### config.mk
export PLATFORM = sky130hd
export DESIGN_NAME = hazard_ctrl
export DESIGN_NICKNAME = d
export VERILOG_FILES = /design/src/rtl/hazard_ctrl.sv
export SDC_FILE = /design/constraint.sdc
export NUM_CORES = 1
export LEC_CHECK = 0
export ABC_AREA = 1
export CORE_MARGIN = 5
export CORE_UTILIZATION = 39
export CTS_CLUSTER_SIZE = 12
export DETAILED_ROUTE_END_ITERATION = 16
export PLACE_DENSITY = 0.69
export SYNTH_ARGS = -nofsm -noshare
export SYNTH_HDL_FRONTEND = slang
export SYNTH_SLANG_ARGS = --single-unit
### constraint.sdc
create_clock -name clk -period 2.2 [get_ports clk]
set_input_delay 0.44 -clock clk [delete_from_list [all_inputs] [get_ports clk]]
set_output_delay 0.44 -clock clk [all_outputs]
set_load 0.005 [all_outputs]
### src/rtl/hazard_ctrl.sv
// Pipeline hazard and stall controller for the 5-stage RISC-V core.
// Drives per-stage pipeline-register enables and flushes plus the PC redirect,
// remembers a redirect that resolves while the I-cache is still fetching a
// wrong-path line, and keeps saturating stall statistics.
module hazard_ctrl #(
    parameter logic [6:0] LOAD_OP = 7'b0000011,
    parameter int         CNT_W   = 16
) (
    input  logic             clk,
    input  logic             rst,
    input  logic [6:0]       opcode_EXE,
    input  logic [4:0]       write_addr_EXE,
    input  logic             RF_write_EXE,
    input  logic [4:0]       Read_addr_1_ID,
    input  logic [4:0]       Read_addr_2_ID,
    input  logic             rs2_used_ID,
    input  logic             redirect_EXE,
    input  logic [31:0]      redirect_target,
    input  logic             Icache_stall,
    input  logic             Dcache_stall,
    output logic             PC_en,
    output logic             IF_ID_en,
    output logic             ID_EXE_en,
    output logic             EXE_MEM_en,
    output logic             MEM_WB_en,
    output logic             IF_ID_flush,
    output logic             ID_EXE_flush,
    output logic             pc_redirect,
    output logic [31:0]      pc_target,
    output logic [CNT_W-1:0] istall_cnt,
    output logic [CNT_W-1:0] dstall_cnt,
    output logic [CNT_W-1:0] lu_cnt
);

    typedef enum logic {
        RUN        = 1'b0,
        REDIR_PEND = 1'b1
    } state_e;

    state_e           state_q, state_d;
    logic [31:0]      pend_target_q, pend_target_d;
    logic [CNT_W-1:0] istall_cnt_q, istall_cnt_d;
    logic [CNT_W-1:0] dstall_cnt_q, dstall_cnt_d;
    logic [CNT_W-1:0] lu_cnt_q, lu_cnt_d;
    logic             lu;
    logic             lu_fire;

    // Load whose result the ID instruction needs before forwarding can supply it.
    assign lu = (opcode_EXE == LOAD_OP) && RF_write_EXE && (write_addr_EXE != 5'd0) &&
                ((write_addr_EXE == Read_addr_1_ID) ||
                 (rs2_used_ID && (write_addr_EXE == Read_addr_2_ID)));

    // The pending target is only meaningful while waiting out the I-cache miss.
    assign pc_target = (state_q == REDIR_PEND) ? pend_target_q : redirect_target;

    // Hazard priority resolution: next state and combinational stage controls.
    always_comb begin
        // NOTE: every output of this block gets a default first, so no path leaves a latch.
        PC_en         = 1'b1;
        IF_ID_en      = 1'b1;
        ID_EXE_en     = 1'b1;
        EXE_MEM_en    = 1'b1;
        MEM_WB_en     = 1'b1;
        IF_ID_flush   = 1'b0;
        ID_EXE_flush  = 1'b0;
        pc_redirect   = 1'b0;
        lu_fire       = 1'b0;
        state_d       = state_q;
        pend_target_d = pend_target_q;

        if (!rst) begin
            // Hold the whole pipeline quiet and drop any pending redirect.
            PC_en         = 1'b0;
            IF_ID_en      = 1'b0;
            ID_EXE_en     = 1'b0;
            EXE_MEM_en    = 1'b0;
            MEM_WB_en     = 1'b0;
            state_d       = RUN;
            pend_target_d = '0;
        end else if (Dcache_stall) begin
            // Full freeze; a redirect in EXE is re-evaluated once MEM releases.
            PC_en      = 1'b0;
            IF_ID_en   = 1'b0;
            ID_EXE_en  = 1'b0;
            EXE_MEM_en = 1'b0;
            MEM_WB_en  = 1'b0;
        end else begin
            unique case (state_q)
                RUN: begin
                    if (redirect_EXE && !Icache_stall) begin
                        pc_redirect  = 1'b1;
                        IF_ID_flush  = 1'b1;
                        ID_EXE_flush = 1'b1;
                    end else if (redirect_EXE) begin
                        // Fetch is busy on a wrong-path line; park the target.
                        PC_en         = 1'b0;
                        IF_ID_flush   = 1'b1;
                        ID_EXE_flush  = 1'b1;
                        pend_target_d = redirect_target;
                        state_d       = REDIR_PEND;
                    end else if (Icache_stall || lu) begin
                        // Front end holds, a bubble enters EXE, back end drains.
                        PC_en        = 1'b0;
                        IF_ID_en     = 1'b0;
                        ID_EXE_flush = 1'b1;
                        lu_fire      = !Icache_stall;
                    end
                end
                REDIR_PEND: begin
                    // EXE holds only bubbles here, so redirect_EXE and lu are ignored.
                    IF_ID_flush = 1'b1;
                    if (Icache_stall) begin
                        PC_en = 1'b0;
                    end else begin
                        pc_redirect = 1'b1;
                        state_d     = RUN;
                    end
                end
                default: state_d = RUN;
            endcase
        end
    end

    // Saturating next values for the stall statistics.
    always_comb begin
        istall_cnt_d = istall_cnt_q;
        dstall_cnt_d = dstall_cnt_q;
        lu_cnt_d     = lu_cnt_q;
        if (Dcache_stall && (dstall_cnt_q != '1)) begin
            dstall_cnt_d = dstall_cnt_q + CNT_W'(1);
        end
        if (Icache_stall && !Dcache_stall && (istall_cnt_q != '1)) begin
            istall_cnt_d = istall_cnt_q + CNT_W'(1);
        end
        if (lu_fire && (lu_cnt_q != '1)) begin
            lu_cnt_d = lu_cnt_q + CNT_W'(1);
        end
    end

    // State, pending target and counters, cleared by synchronous reset.
    always_ff @(posedge clk) begin
        // NOTE: sequential state uses non-blocking assignments so all registers update together.
        if (!rst) begin
            // NOTE: these are plain registers, not a memory, so every one of them is reset.
            state_q       <= RUN;
            pend_target_q <= '0;
            istall_cnt_q  <= '0;
            dstall_cnt_q  <= '0;
            lu_cnt_q      <= '0;
        end else begin
            state_q       <= state_d;
            pend_target_q <= pend_target_d;
            istall_cnt_q  <= istall_cnt_d;
            dstall_cnt_q  <= dstall_cnt_d;
            lu_cnt_q      <= lu_cnt_d;
        end
    end

    assign istall_cnt = istall_cnt_q;
    assign dstall_cnt = dstall_cnt_q;
    assign lu_cnt     = lu_cnt_q;

endmodule
==> metrics <==
synth unique cells 39; post-layout min period 2.121 ns; Synth Warn # 0; synthesized area per cell 6.398 µm²; Top Metal Used met4; Total Routing Usage GR 18.62%; largest net degree at the start of global routing 47; Comb power frac 13.7%; worst reg-to-reg setup slack 0.26 ns; sequential share of power 42.7%; H-tree Lvls 3; Reg area 0.001623 mm²; cell taking the most area after synthesis dfxtp_1; Core Region 0.01201 mm²; Final Hold Fails 0; post-detail-place hpwl 9.741 mm; fraction of post-synthesis cell area in the top cell type by area 33.88%; EDFF count, synth 0; ranking of synthesized cells by area dfxtp_1, nand2_1, nor2_1, inv_1, nand4_1; top-count cell post-synth nand2_1; routed wire length 13.52 mm; Leak 2.831 nW; gate count of the mapped netlist 748; critical-path maximum fanout 4; Ant. Diodes 0; Slew headroom 68.77%; Cell Pwr Density 524.5 mW/mm²; CP required 1.76 ns; asr flop ratio synth 0%; Vias 5112; Synth Net Count 812; Worst R2R Start istall_cnt[0]; layout cells sized above 1 12.46%; Nets 967; Critical Path AT 1.68 ns; Hold WS 0.4954 ns; multi-input logic area 0.002745 mm²; Clk pwr share 43.6%; NetSw 872.9 µW; Layout Skew 0.004868 ns; FMAX 471.5 MHz; ys flop type dfxtp_1; Post-synth top cells nand2_1, nor2_1, dfxtp_1; Clock transition at path regs 0.06 ns; DRC 0; DR WL/cell 12.83 µm; Tcrit/Tclk final 96.40%; chip width 120.8 µm; I/O Buffers 148; Internal Power 2.703 mW; clk_lat worst skew 0.35 ns; Ports 149; ANT nets after route 0; 1st-pass router iterations 4; antenna violations before repair 0; Core Rows 40; post-synth design cell area 0.004786 mm²; #FFs+latches synth 81; gpl congestion 0.8664; Clock Path Buffers 2; Slew @ Worst Pin 0.4685 ns; final cell count without fillers 1054; Vias/cell 4.850; die area 0.01459 mm²; die span in y 120.8 µm; crit path to ID_EXE_en; Critical Path Sink Type primary output; sequential fraction of the synthesis area 33.88%; WL met2 5.978 mm; Sw Share 24.41%; Metal-1 WL 6.373 mm; startpoint types input pin; max-cap viol count 0; type of the most critical hold path flop to flop; Final Setup Violations 0; peak supply drop 0.3279 mV; r2r endpoint istall_cnt[0]; CTS tree done; area grow syn2layout 42.43%; WL met3 870 µm; clock root buffer clkbuf_16; GRT Residual Overflow 0; final max-slew violation count 0; status completed; R2R cell count 10; CTS Buf Count 9; fillers 1178; Clock Sinks 81; Detailed Route Iter0 Violations 336; Critical Path Start Dcache_stall; number of instances in the placed design 1037; first-pass GRT wire length 22.59 mm; initial core utilization 39.84%; Crit Path Class input pin to primary output; vias in the first global route 4819
stage by stage:
stage	setup WS (ns)	cell area, µm²	utilization (%)	setup TNS, ns	total power, mW
final	0.07914	6817	56.75	0	3.576
after global routing	-0.003775	6817	56.75	-0.003775	3.715
after CTS	-0.03310	6763	56.30	-0.03310	3.609
after detailed placement	-0.4783	6455	53.74	-4.301	2.053
after global placement	-0.4728	6455	53.74	-4.056	2.052
after floorplan	0.5730	4786	-	0	1.760
worst max-delay path, cell delays in order:
cell	delay [ns]
clkdlybuf4s50_1	0.46
nor2_4	0.15
buf_6	0.14
clkdlybuf4s50_1	0.49
cell families after synthesis:
kind of cell / after synthesis / share of synthesized area, %
and+or+nand+nor: 460 / 42.01
buffers and inverters: 97 / 9.333
AOI/OAI and AO/OA: 85 / 9.961
DFF: 81 / 33.88
xor gates and xnor gates: 22 / 4.026
adders and majority gates: 3 / 0.7844
power groups by stage:
stage	Clock, mW	Combinational [mW]	Sequential (mW)
floorplan	0	0.206	1.55
global placement	0	0.493	1.56
detailed placement	0	0.495	1.56
CTS	1.59	0.494	1.53
global route	1.64	0.544	1.53
finish	1.56	0.490	1.53
layer usage:
metal,up-vias,global-route usage [%]
li1,2689,-
met1,2258,24.41
met2,145,29.06
met3,20,4.724
met4,0,7.861
met5,-,0
cell type report:
class	instances	area share, %
clock buffers	11	3.708
clock inverters	4	0.7526
inverters	66	3.671
multi-input cells	570	40.27
flip-flops and latches	81	23.81
well taps	147	2.698
repair buffers	175	25.09
worst min-delay path by stage:
stage / depth (start not counted) / startpoint / end
floorplan: 2 / pend_target_q[10] / pend_target_q[10]
global placement: 2 / pend_target_q[5] / pend_target_q[5]
detailed placement: 2 / pend_target_q[28] / pend_target_q[28]
CTS: 2 / pend_target_q[28] / pend_target_q[28]
global route: 2 / pend_target_q[25] / pend_target_q[25]
finish: 2 / pend_target_q[28] / pend_target_q[28]
flip-flops by register name, summed over array words and instances (netlist names):
signal	cells
pend_target_q	32
istall_cnt	16
lu_cnt	16
dstall_cnt	16
state_q	1
cell usage in the layout (no fill, tap or decap), drive strengths merged:
master         Yosys  layout
a211oi             2       2
a21oi             37      37
a31oi              1       1
and3               3       3
buf               14      29
bufinv             0       1
clkbuf            17      12
clkdlybuf4s50      0     126
clkinv             0       1
clkinvlp           0       1
dfxtp             81      81
dlygate4sd2        0       8
dlymetal6s2s       0      11
ha                 3       3
inv               66      67
nand2            246     246
nand3             31      31
nand3b             1       1
nand4             26      26
nor2             127     127
nor3              24      24
nor3b              1       1
o21ai             44      44
o21bai             1       1
or3                1       1
xnor2              9       9
xor2              13      13
timing repair:
action | 4_1_cts | 5_1_grt
hold buffers | 0 | 0
pin swaps | 5 | 16
buffers inserted | 0 | 2
endpoints found under the setup margin | 8 | 35
gates resized for setup | 25 | 18
(Power assumes the default switching activity.)
